==> src/rtl/seven_seg_scan_ctrl_if.sv <==
// Update channel from game logic into the seven-segment scan controller.
// The master offers display contents; the slave (controller) accepts them.
interface seven_seg_scan_ctrl_if #(
   parameter int w_digit = 4
);
   logic                   upd_valid;
   logic                   upd_ready;
   logic [4*w_digit-1:0]   upd_values;
   logic [w_digit-1:0]     upd_blank;
   logic [w_digit-1:0]     upd_blink;
   logic                   upd_lz;

   modport master (
      output upd_valid, upd_values, upd_blank, upd_blink, upd_lz,
      input  upd_ready
   );

   modport slave (
      input  upd_valid, upd_values, upd_blank, upd_blink, upd_lz,
      output upd_ready
   );
endinterface

==> src/rtl/seven_seg_scan_ctrl.sv <==
// Rate-controlled seven-segment scan with double-buffered updates that commit
// on frame boundaries, plus per-digit blanking, blinking and leading-zero blanking.
module seven_seg_scan_ctrl #(
   parameter int clk_mhz      = 50,
   parameter int w_digit      = 4,
   parameter int digit_period = 50000,
   parameter int blink_frames = 64
) (
   input  logic                 clk,
   input  logic                 rst,
   seven_seg_scan_ctrl_if.slave upd,
   output logic [7:0]           abcdefgh,
   output logic [w_digit-1:0]   digit,
   output logic                 frame_done
);

   localparam int tw = $clog2(digit_period);
   localparam int iw = $clog2(w_digit);
   localparam int fw = (blink_frames > 1) ? $clog2(blink_frames) : 1;
   localparam logic [tw-1:0] tick_max  = tw'(digit_period - 1);
   localparam logic [iw-1:0] idx_max   = iw'(w_digit - 1);
   localparam logic [fw-1:0] frame_max = fw'(blink_frames - 1);

   if (clk_mhz < 1 || w_digit < 2 || w_digit > 8 || digit_period < 2 || blink_frames < 1) begin : g_bad_param
      $error("seven_seg_scan_ctrl: parameter out of range");
   end

   function automatic logic [7:0] hex_to_seg(input logic [3:0] nib);
      case (nib)
         4'h0:    hex_to_seg = 8'hFC;
         4'h1:    hex_to_seg = 8'h60;
         4'h2:    hex_to_seg = 8'hDA;
         4'h3:    hex_to_seg = 8'hF2;
         4'h4:    hex_to_seg = 8'h66;
         4'h5:    hex_to_seg = 8'hB6;
         4'h6:    hex_to_seg = 8'hBE;
         4'h7:    hex_to_seg = 8'hE0;
         4'h8:    hex_to_seg = 8'hFE;
         4'h9:    hex_to_seg = 8'hF6;
         4'hA:    hex_to_seg = 8'hEE;
         4'hB:    hex_to_seg = 8'h3E;
         4'hC:    hex_to_seg = 8'h9C;
         4'hD:    hex_to_seg = 8'h7A;
         4'hE:    hex_to_seg = 8'h9E;
         4'hF:    hex_to_seg = 8'h8E;
         default: hex_to_seg = 8'h00;
      endcase
   endfunction

   logic [tw-1:0]          tick_cnt_r, tick_cnt_s;
   logic [iw-1:0]          idx_r, idx_s;
   logic [fw-1:0]          frame_cnt_r, frame_cnt_s;
   logic                   phase_r, phase_s;
   logic                   pending_r, pending_s;
   logic                   ready_r;
   logic [4*w_digit-1:0]   pend_values_r, act_values_r, act_values_s;
   logic [w_digit-1:0]     pend_blank_r, act_blank_r, act_blank_s;
   logic [w_digit-1:0]     pend_blink_r, act_blink_r, act_blink_s;
   logic                   pend_lz_r, act_lz_r, act_lz_s;
   logic                   tick_s, wrap_s, xfer_s, commit_s;
   logic                   zero_run_s;
   logic [w_digit-1:0]     hidden_s;
   logic [3:0]             nib_s;
   logic [7:0]             seg_s;
   logic [w_digit-1:0]     digit_s;

   assign upd.upd_ready = ready_r;

   // Next-state of the scan, blink and buffer registers; outputs are encoded
   // from these next values so the registered display matches the new state.
   always_comb begin
      tick_s   = (tick_cnt_r == tick_max);
      wrap_s   = tick_s && (idx_r == idx_max);
      xfer_s   = upd.upd_valid && ready_r;
      commit_s = wrap_s && pending_r;

      if (tick_s) begin
         tick_cnt_s = '0;
         if (wrap_s) begin
            idx_s = '0;
         end else begin
            idx_s = idx_r + iw'(1);
         end
      end else begin
         tick_cnt_s = tick_cnt_r + tw'(1);
         idx_s      = idx_r;
      end

      if (wrap_s && (frame_cnt_r == frame_max)) begin
         frame_cnt_s = '0;
         phase_s     = ~phase_r;
      end else if (wrap_s) begin
         frame_cnt_s = frame_cnt_r + fw'(1);
         phase_s     = phase_r;
      end else begin
         frame_cnt_s = frame_cnt_r;
         phase_s     = phase_r;
      end

      if (commit_s) begin
         act_values_s = pend_values_r;
         act_blank_s  = pend_blank_r;
         act_blink_s  = pend_blink_r;
         act_lz_s     = pend_lz_r;
      end else begin
         act_values_s = act_values_r;
         act_blank_s  = act_blank_r;
         act_blink_s  = act_blink_r;
         act_lz_s     = act_lz_r;
      end

      if (xfer_s) begin
         pending_s = 1'b1;
      end else if (commit_s) begin
         pending_s = 1'b0;
      end else begin
         pending_s = pending_r;
      end

      // zero_run tracks "this nibble and every higher one are zero"
      zero_run_s = 1'b1;
      hidden_s   = '0;
      for (int i = w_digit - 1; i >= 0; i--) begin
         zero_run_s  = zero_run_s && (act_values_s[4*i +: 4] == 4'h0);
         hidden_s[i] = act_blank_s[i] || (act_blink_s[i] && phase_s) ||
                       (act_lz_s && (i != 0) && zero_run_s);
      end

      nib_s   = act_values_s[{idx_s, 2'b00} +: 4];
      seg_s   = hidden_s[idx_s] ? 8'h00 : hex_to_seg(nib_s);
      digit_s = {{(w_digit-1){1'b0}}, 1'b1} << idx_s;
   end

   // State and registered outputs with synchronous reset.
   always_ff @(posedge clk) begin
      if (rst) begin
         tick_cnt_r    <= '0;
         idx_r         <= '0;
         frame_cnt_r   <= '0;
         phase_r       <= 1'b0;
         pending_r     <= 1'b0;
         ready_r       <= 1'b1;
         pend_values_r <= '0;
         pend_blank_r  <= '0;
         pend_blink_r  <= '0;
         pend_lz_r     <= 1'b0;
         act_values_r  <= '0;
         act_blank_r   <= '1;
         act_blink_r   <= '0;
         act_lz_r      <= 1'b0;
         abcdefgh      <= 8'h00;
         digit         <= {{(w_digit-1){1'b0}}, 1'b1};
         frame_done    <= 1'b0;
      end else begin
         tick_cnt_r   <= tick_cnt_s;
         idx_r        <= idx_s;
         frame_cnt_r  <= frame_cnt_s;
         phase_r      <= phase_s;
         pending_r    <= pending_s;
         ready_r      <= ~pending_s;
         act_values_r <= act_values_s;
         act_blank_r  <= act_blank_s;
         act_blink_r  <= act_blink_s;
         act_lz_r     <= act_lz_s;
         if (xfer_s) begin
            pend_values_r <= upd.upd_values;
            pend_blank_r  <= upd.upd_blank;
            pend_blink_r  <= upd.upd_blink;
            pend_lz_r     <= upd.upd_lz;
         end
         abcdefgh   <= seg_s;
         digit      <= digit_s;
         frame_done <= wrap_s;
      end
   end

endmodule

==> src/flat_wrapper.sv <==
// flat-port wrapper written by rule: the top's interface ports become plain ports
module seven_seg_scan_ctrl_flat 
#(
   parameter int clk_mhz      = 50,
   parameter int w_digit      = 4,
   parameter int digit_period = 50000,
   parameter int blink_frames = 64
)
  (clk, rst, abcdefgh, digit, frame_done, upd_upd_valid, upd_upd_values, upd_upd_blank, upd_upd_blink, upd_upd_lz, upd_upd_ready);
  seven_seg_scan_ctrl_if #(.w_digit(w_digit)) upd_i ();
  input  logic clk;
  input  logic rst;
  output logic [7:0] abcdefgh;
  output logic [w_digit-1:0] digit;
  output logic frame_done;
  input wire logic [$bits(upd_i.upd_valid)-1:0] upd_upd_valid;
  input wire logic [$bits(upd_i.upd_values)-1:0] upd_upd_values;
  input wire logic [$bits(upd_i.upd_blank)-1:0] upd_upd_blank;
  input wire logic [$bits(upd_i.upd_blink)-1:0] upd_upd_blink;
  input wire logic [$bits(upd_i.upd_lz)-1:0] upd_upd_lz;
  output wire logic [$bits(upd_i.upd_ready)-1:0] upd_upd_ready;
  assign upd_i.upd_valid = upd_upd_valid;
  assign upd_i.upd_values = upd_upd_values;
  assign upd_i.upd_blank = upd_upd_blank;
  assign upd_i.upd_blink = upd_upd_blink;
  assign upd_i.upd_lz = upd_upd_lz;
  assign upd_upd_ready = upd_i.upd_ready;
  seven_seg_scan_ctrl #(.clk_mhz(clk_mhz), .w_digit(w_digit), .digit_period(digit_period), .blink_frames(blink_frames)) u_core (.clk(clk), .rst(rst), .upd(upd_i), .abcdefgh(abcdefgh), .digit(digit), .frame_done(frame_done));
endmodule
==> config.mk <==
export PLATFORM = sky130hd
export DESIGN_NAME = seven_seg_scan_ctrl_flat
export DESIGN_NICKNAME = d
export VERILOG_FILES = /design/src/rtl/seven_seg_scan_ctrl_if.sv /design/src/rtl/seven_seg_scan_ctrl.sv /design/src/flat_wrapper.sv
export SDC_FILE = /design/constraint.sdc
export NUM_CORES = 1
export LEC_CHECK = 0
export CAP_MARGIN = 10
export CELL_PAD_IN_SITES_DETAIL_PLACEMENT = 1
export CELL_PAD_IN_SITES_GLOBAL_PLACEMENT = 2
export CORE_UTILIZATION = 37
export DETAILED_ROUTE_END_ITERATION = 7
export HOLD_SLACK_MARGIN = 0.1
export PLACE_DENSITY = 0.86
export SLEW_MARGIN = 0
export SYNTH_ARGS = -nofsm -noshare
export SYNTH_HDL_FRONTEND = slang
export SYNTH_SLANG_ARGS = --single-unit
==> constraint.sdc <==
create_clock -name clk -period 8.29 [get_ports clk]
set_input_delay 2.0725 -clock clk [delete_from_list [all_inputs] [get_ports clk]]
set_output_delay 2.0725 -clock clk [all_outputs]
set_load 0.05 [all_outputs]
[After elaboration in Yosys (flattened, before gate mapping)]
Memory sizes are Yosys's and may differ from the RTL's. A register that Yosys moved wholly into a read port is not among the register bits.
Cells that the tools add are included.
Word-level totals
  register bits after elaboration: 90
  memory bits (read-only): 112
  input bits: 28
  output and inout bits: 14
  word-level logic and storage cells: 66
  memories: 1
Cells by class
  add/sub/neg operators: 3
  magnitude comparators: 1
  equal/unequal tests: 3
  shifts and indexed selects: 2
  multiplexer cells: 11
  bitwise logic cells: 2
  reduce and logical (&&, ||, !) cells: 26
Memories
  (no name shown): words 16, width 7, read ports 1, clocked after memory_dff 1, write ports 0, RTL line seven_seg_scan_ctrl.sv:29  | case (nib)
Operators with widths (count)
  16-bit by 1-bit adder with 16-bit output, second input constant: 1
  16-bit == test, second input constant: 1
  16-bit 2-to-1 mux: 1
  16-bit by 5-bit variable part select with 4-bit output: 1
  1-bit logical AND: 13
  4-bit logical NOT: 3
  4-bit 2-to-1 mux: 2
  1-bit logical OR: 7
  6-bit by 1-bit adder with 6-bit output, second input constant: 1
  6-bit == test, second input constant: 1
  2-bit OR reduction: 3
  1-bit 2-to-1 mux: 5
  2-bit 2-to-1 mux: 2
  1-bit by 2-bit left shift with 4-bit output, first input constant: 1
  2-bit by 3-bit < comparator with 1-bit output, second input constant: 1
  2-bit by 1-bit adder with 2-bit output, second input constant: 1
  1-bit binary-select mux with 2-bit select: 1
  2-bit == test, second input constant: 1
  1-bit inverter: 2

[Longest topological paths before layout]
Gate-level depths: netlist (run 1).
  depth in word-level cells: 12
  gate-level depth with buffers: 13
  mapped depth without buffers: 12

[Least setup slack after synthesis (run 1)]
Ideal clock, no wire load.
  path type: input-to-reg
  start point: input port rst
  end point: register u_core.abcdefgh[2]
  setup time: 0.157 ns
  arrival: 3.065 ns
  data required time: 8.133 ns
  path slack: 5.069 ns
  stages on the path: 6
  path through: clkbuf_1 > nor3_1 > nor2_1 > o21ai_0 > a32oi_1 > a221oi_1
On the way
  word-level cells in the longest chain between the ends: 1
RTL lines
  start: declaration: RTL line flat_wrapper.sv:12  | input logic rst;
  2-bit OR reduction (no line)
  end: declaration: RTL line seven_seg_scan_ctrl.sv:12  | output logic [7:0] abcdefgh,
Every way passes these cells.
A chain may end at the register's enable or synchronous reset.

[Worst setup path in the final report (run 1)]
  start point: register u_core.idx_r[0]
  end point: register u_core.abcdefgh[7]
On the way
  word-level cells in the longest chain between the ends: 12
  elaborated cells between the ends (all ways): 35
  those cells by class: add/sub: 1; eq/ne: 1; shift: 1; mux: 9; reduce/logical: 23
RTL lines
  start: declaration: RTL line seven_seg_scan_ctrl.sv:51  | logic [iw-1:0] idx_r, idx_s;
  start signal: assignment: RTL line seven_seg_scan_ctrl.sv:156  | idx_r <= idx_s;
  2-bit == test: RTL line seven_seg_scan_ctrl.sv:73  | wrap_s = tick_s && (idx_r == idx_max);
  1-bit logical AND: RTL line seven_seg_scan_ctrl.sv:73
  1-bit logical AND: RTL line seven_seg_scan_ctrl.sv:75  | commit_s = wrap_s && pending_r;
  16-bit 2-to-1 mux: RTL line seven_seg_scan_ctrl.sv:100  | if (commit_s) begin
  4-bit logical NOT: RTL line seven_seg_scan_ctrl.sv:124  | zero_run_s = zero_run_s && (act_values_s[4*i +: 4] == 4'h0);
  1-bit logical AND (2 in series): RTL line seven_seg_scan_ctrl.sv:124
  1-bit logical AND: RTL line seven_seg_scan_ctrl.sv:126  | (act_lz_s && (i != 0) && zero_run_s);
  1-bit logical OR: RTL line seven_seg_scan_ctrl.sv:125  | hidden_s[i] = act_blank_s[i] || (act_blink_s[i] && phase_s) ||
  1-bit binary-select mux with 2-bit select: RTL line seven_seg_scan_ctrl.sv:130  | seg_s = hidden_s[idx_s] ? 8'h00 : hex_to_seg(nib_s);
  1-bit 2-to-1 mux (not written as such): RTL line seven_seg_scan_ctrl.sv:130
  2-bit OR reduction (no line)
Parallel ways exist; a longest one is shown, timed or not. The select of a mux whose other input is x is not followed.

==> flow_summary_export.csv, run 1 <==
group,metric,value,unit
status,outcome,"completed",
floorplanning,start_util,37.8,%
clock_network,tritoncts,"yes",
synth,synthXorXnorAreaFrac,4.70,%
worst_hold_path,hp-class,"reg -> reg",
clock_network,post-cts-setup-buffer-count,0,
critical_path,crit_required,8.51,ns
sta,fin_crit,3.70,ns
clock_network,cts_inserted_buffers,9,
sta,finalCritPeriodShare,44.6,%
critical_path,max_stage_delay,0.83,ns
power_and_ir_drop,power_frac_seq,53.6,%
critical_path,worstSetupStartpoint,"u_core.idx_r[0]",
power_and_ir_drop,sw_frac_of_total,22.5,%
critical_path,path_buf_inv,2,
detailed_routing,firstDrtPassIters,4,
placed_design,io_buffer_count,40,
clock_network,htreeDepth,3,
synth,synthTopCellsByCount,"nand2_1 (113), dfxtp_1 (89), a21oi_1 (51)",
clock_network,postCtsHoldBufs,0,
floorplanning,die_area,11500,um2
detailed_routing,via_per_inst,5.09,
sta,finalSetupViolations,0,
detailed_routing,ant_nets,0,
sta,worst_pin_slew,0.857,ns
power_and_ir_drop,intPower,0.644,mW
critical_path,crit_arrival,3.93,ns
final_layout,fillers,1302,
synth,yosys.cell_types.count,48,
final_layout,nets,555,
detailed_routing,drt-initial-drc-count,108,
synth,synth_compound_area_share,12.6,%
synth,synth_most_common_cell,"nand2_1",
synth,async_flop_share,0,%
global_routing,grt_pass1_wl,16300,um
critical_path,path_class,"reg -> reg",
floorplanning,fp.dieW,107,um
global_routing,antenna_found_initial,0,
floorplanning,placementRows,38,
synth,synth_area_leader_cell,"dfxtp_1",
synth,synth.ff_latch_count,89,
synth,yosys_most_used_dff,"dfxtp_1",
global_routing,grt_max_degree,63,
critical_path,cp_max_fo,21,
final_layout,antenna_cells,0,
power_and_ir_drop,p_sw,0.187,mW
synth,synth_area,4100,um2
global_routing,gr-usage-all-layers,18.1,%
final_layout,drive_gt1_share,6.32,%
floorplanning,die_h,107,um
clock_network,ctsResizeCount,0,
synth,synthTopCellsByArea,"dfxtp_1 (43%), nand2_1 (10%), a21oi_1 (6.2%)",
synth,syn_inst,491,
critical_path,reg2reg_from,"u_core.idx_r[0]",
final_layout,multi_input_area,2160,um2
critical_path,crit_chain,"ha_1, nand2_1, nor2_1, buf_4, a2111oi_2, a211o_2, inv_1, ha_1, nor3_1, a221oi_1, nor2_1",
global_routing,grt_pass1_vias,3330,
sta,fmax,270,MHz
synth,synth.area.mux_share,7.08,%
synth,synth_top_family_by_area,"simple AND/OR/NAND/NOR gates",
power_and_ir_drop,ir_worst_vdd,0.0643,mV
sta,drv_slew,0,
global_routing,grt_overflow_total,0,
run,drv_cap,0,
detailed_routing,wl_per_cell,14.7,um
power_and_ir_drop,leakagePower,1.80,nW
clock_network,clockBufferDepth,2,
clock_network,insertion_delay,0.36,ns
power_and_ir_drop,pwr-share-comb,5.3,%
synth,synth-seq-area-share,43.4,%
sta,rsz0062_at_grt,"no",
synth,synthAdderAreaFrac,3.05,%
sta,slew_headroom,42.9,%
detailed_routing,wirelength,9730,um
sta,tns,0,ns
final_layout,instances_no_fill,662,
critical_path,critical-path-top-delay-family,"adder cells",
synth,yosys_warnings,0,
detailed_routing,drc,0,
synth,synth_edf_count,0,
placed_design,dp_cells,646,
detailed_routing,vias,3368,
placed_design,hpwl,6840,um
synth,synthSimpleGateAreaFrac,25.2,%
sta,fin_hold_ws,0.454,ns
critical_path,setup.worst_path.end_class,"flop",
final_layout,seq_area,1780,um2
sta,skew,0.0138,ns
synth,avgSynthCellArea,8.36,um2
worst_hold_path,min-delay-start,"u_core.tick_cnt_r[0]",
sta,finalHoldViolations,0,
power_and_ir_drop,clkPwrFrac,41.2,%
critical_path,cp-start-kind,"flop",
placed_design,place.gp.congestion,0.797,
final_layout,syn_to_final_growth,17.0,%
synth,synth_nets,529,
power_and_ir_drop,power.density,173,nW/um2
clock_network,clockRootBuffer,"clkbuf_8",
synth,synth_top_cell_area_share,43.4,%
critical_path,slowest_stage,"dfxtp_1",
clock_network,clkTransAtPathRegs,0.09,ns
final_layout,utilization,44.3,%
clock_network,cts.sinks,89,
floorplanning,io_pins,42,
floorplanning,core-area,10800,um2
## layer usage
| metal | GRT usage [%] | wire length (um) |
|---|---|---|
| met1 | 23.9 | 4860 |
| met2 | 29.9 | 4590 |
| met3 | 3.45 | 182 |
| met4 | 5.58 | 99 |
| met5 | 0 | 0 |
## kinds of logic (layout without fill, tap and decap cells)
family,count (synthesis),in the layout
simple gates,221,221
compound gates,83,83
other cells,1,1
fa+ha+maj,10,10
buf+inv,38,69
mux,27,27
xor+xnor,22,22
flops,89,89
## flip-flops by register name (all words and copies together) (netlist names)
name / cells
u_core.abcdefgh: 7
u_core.act_blank_r: 4
u_core.act_blink_r: 4
u_core.act_lz_r: 1
u_core.act_values_r: 16
u_core.digit: 4
u_core.frame_cnt_r: 6
u_core.frame_done: 1
u_core.idx_r: 2
u_core.pend_blank_r: 4
u_core.pend_blink_r: 4
u_core.pend_lz_r: 1
u_core.pend_values_r: 16
u_core.pending_r: 1
u_core.phase_r: 1
u_core.tick_cnt_r: 16
u_core.upd.upd_ready: 1
## worst paths after layout
check | to | slack [ns] | cells after the start
setup / recovery | u_core.abcdefgh[7] | 4.59 | 11
setup reg to reg | u_core.abcdefgh[7] | 4.59 | 11
hold / removal | u_core.tick_cnt_r[0] | 0.45 | 1
hold reg to reg | u_core.tick_cnt_r[0] | 0.45 | 1
## cell usage in the layout, fill, tap and decap left out, types with 10 or more instances in the layout
| master | synthesis | layout |
|---|---|---|
| nand2_1 | 113 | 113 |
| dfxtp_1 | 89 | 89 |
| a21oi_1 | 51 | 51 |
| nor2_1 | 42 | 42 |
| clkdlybuf4s50_1 | 0 | 39 |
| mux2i_1 | 23 | 23 |
| xor2_1 | 17 | 17 |
| clkbuf_8 | 0 | 11 |
| inv_1 | 10 | 10 |
| nand3_1 | 10 | 10 |
| ha_1 | 10 | 10 |
## stage by stage
step / power, mW / worst slack, ns / area, um2
after CTS: 0.843 / 4.57 / 4800
final: 0.831 / 4.59 / 4800
after floorplan: 0.479 / 5.07 / 4100
after global placement: 0.499 / 4.35 / 4570
after global routing: 0.867 / 4.30 / 4800
after detailed placement: 0.500 / 4.26 / 4570
## power by group through the flow
stage | clock [mW] | combinational (mW) | sequential [mW]
finish | 0.342 | 0.0440 | 0.445
detailed placement | 0 | 0.0450 | 0.455
CTS | 0.352 | 0.0451 | 0.445
global placement | 0 | 0.0437 | 0.455
global route | 0.370 | 0.0498 | 0.447
floorplan | 0 | 0.0265 | 0.453
## area by class of cell
type                    count  area share, %
well taps                 140           3.65
clock buffers              12           3.23
flip-flops and latches     89           37.1
inverters                  11          0.860
clock inverters             4           1.56
multi-input cells         364           45.0
repair buffers             42           8.55
Note: power is estimated with default switching activity, not from simulation.
==> run 2, diff against run 1 <==
- CORE_UTILIZATION: 37 -> 31
- PLACE_DENSITY: 0.86 -> 0.77
- clock period: 8.29 -> 3.1 ns (I/O delays scaled with it)
==> flow_summary_export.csv, run 2 (synthesized netlist as in run 1, its figures left out) <==
group,metric,value,unit
clock_network,clockBufferDepth,2,
sta,finalCritPeriodShare,94.8,%
floorplanning,core-area,12800,um2
sta,tns,0,ns
clock_network,cts.sinks,89,
sta,worst_pin_slew,0.610,ns
detailed_routing,via_per_inst,4.91,
clock_network,post-cts-setup-buffer-count,0,
floorplanning,die_area,13700,um2
clock_network,postCtsHoldBufs,0,
critical_path,worstSetupStartpoint,"u_core.tick_cnt_r[10]",
critical_path,crit_arrival,3.22,ns
sta,slew_headroom,59.4,%
critical_path,path_class,"reg -> reg",
floorplanning,placementRows,41,
run,drv_cap,0,
placed_design,hpwl,7490,um
detailed_routing,ant_nets,0,
placed_design,io_buffer_count,40,
power_and_ir_drop,pwr-share-comb,5.1,%
clock_network,insertion_delay,0.34,ns
final_layout,syn_to_final_growth,22.3,%
final_layout,drive_gt1_share,8.82,%
sta,drv_slew,0,
global_routing,gr-usage-all-layers,16.9,%
sta,fmax,340,MHz
status,outcome,"completed",
final_layout,top_regs,"u_core.act_values_r x16, u_core.pend_values_r x16, u_core.tick_cnt_r x16",
clock_network,cts_inserted_buffers,9,
detailed_routing,wl_per_cell,14.8,um
global_routing,grt_pass1_wl,17700,um
power_and_ir_drop,intPower,1.89,mW
power_and_ir_drop,clkPwrFrac,45.5,%
detailed_routing,vias,3462,
detailed_routing,drc,0,
critical_path,setup.worst_path.end_class,"flop",
floorplanning,start_util,32.1,%
sta,finalHoldViolations,0,
worst_hold_path,min-delay-start,"u_core.pend_blank_r[3]",
placed_design,dp_cells,690,
detailed_routing,drt-initial-drc-count,119,
power_and_ir_drop,leakagePower,1.89,nW
final_layout,instances_no_fill,705,
power_and_ir_drop,power.density,481,nW/um2
global_routing,grt_max_degree,49,
final_layout,layout_common_cells,"nand2_1 (113), dfxtp_1 (89), a21oi_1 (51)",
floorplanning,io_pins,42,
critical_path,crit_required,3.38,ns
global_routing,grt_overflow_total,0,
final_layout,nets,567,
floorplanning,fp.dieW,117,um
placed_design,place.gp.congestion,0.828,
power_and_ir_drop,ir_worst_vdd,0.249,mV
power_and_ir_drop,power_frac_seq,49.4,%
clock_network,clockRootBuffer,"clkbuf_16",
sta,skew,0.00633,ns
worst_hold_path,hp-class,"reg -> reg",
floorplanning,die_h,117,um
critical_path,reg2reg_from,"u_core.tick_cnt_r[10]",
sta,fin_crit,2.94,ns
power_and_ir_drop,p_sw,0.520,mW
critical_path,cp_max_fo,7,
global_routing,grt_pass1_vias,3520,
clock_network,tritoncts,"yes",
detailed_routing,firstDrtPassIters,4,
detailed_routing,wirelength,10500,um
global_routing,antenna_found_initial,0,
clock_network,htreeDepth,3,
power_and_ir_drop,sw_frac_of_total,21.6,%
clock_network,clkTransAtPathRegs,0.06,ns
critical_path,cp-start-kind,"flop",
final_layout,antenna_cells,0,
sta,finalSetupViolations,0,
final_layout,layout_commonest_cell,"nand2_1",
==> run 2: changes by cell type in the layout (fill, tap and decap cells not counted), sizes merged <==
cell,change
clkinvlp,-1
bufinv,-1
clkbuf,+1
buf,+12
==> run 2: final cells by class <==
type / instances / area (um2)
Tap cell: 172 / 215
Inverter: 11 / 41.3
Clock inverter: 2 / 37.5
Multi-Input combinational cell: 364 / 2180
Sequential cell: 89 / 1780
Timing Repair Buffer: 54 / 500
Fill cell: 1484 / 7750
Clock buffer: 13 / 260
==> run 2: final timing paths <==
| check | end | slack (ns) | depth (start not counted) |
|---|---|---|---|
| setup / recovery | u_core.abcdefgh[7] | 0.16 | 10 |
| hold / removal | u_core.pend_blank_r[3] | 0.46 | 2 |
| setup reg to reg | u_core.abcdefgh[7] | 0.16 | 10 |
| hold reg to reg | u_core.pend_blank_r[3] | 0.46 | 2 |
==> run 2: power by group through the flow <==
stage / Sequential, mW / Combinational [mW] / Clock, mW
after detailed placement: 1.22 / 0.124 / 0
after global placement: 1.22 / 0.121 / 0
after global routing: 1.20 / 0.136 / 1.20
after CTS: 1.19 / 0.125 / 1.14
after floorplan: 1.21 / 0.0708 / 0
final: 1.19 / 0.122 / 1.10
==> run 2: per-layer routing <==
metal / up-vias / wire length, um / global-route usage (%)
li1: 1747 / - / -
met3: 9 / 288 / 4.48
met5: - / 0 / 0
met2: 40 / 4950 / 27.3
met1: 1666 / 5110 / 21.9
met4: 0 / 109 / 5.57
==> run 2: repair_timing <==
item | 4_1_cts | 5_1_grt
endpoints found under the setup margin | 0 | 6
endpoints found under the hold margin | 0 | 0
gates resized for setup | 0 | 6
==> run 2: stage by stage <==
step | setup WS [ns] | hold WS, ns | utilization, % | power (mW) | area (um2)
6_report | 0.162 | 0.460 | 39.3 | 2.41 | 5020
5_1_grt | -0.0106 | 0.480 | 39.3 | 2.53 | 5020
4_1_cts | 0.0587 | 0.460 | 39.1 | 2.46 | 5000
3_5_place_dp | 0.0871 | 0.451 | 36.8 | 1.34 | 4700
3_3_place_gp | 0.197 | 0.431 | 36.8 | 1.34 | 4700
2_1_floorplan | 0.348 | 0.418 | - | 1.28 | 4100
==> run 2: worst max-delay path, stage by stage, from the launching register on <==
cell	delay, ns
dfxtp_1	0.37
nor4b_4	0.41
and4_2	0.36
mux2_4	0.35
a2111oi_2	0.38
a211o_2	0.23
inv_1	0.10
ha_1	0.24
nor3_2	0.25
a221oi_1	0.08
nor2_1	0.10
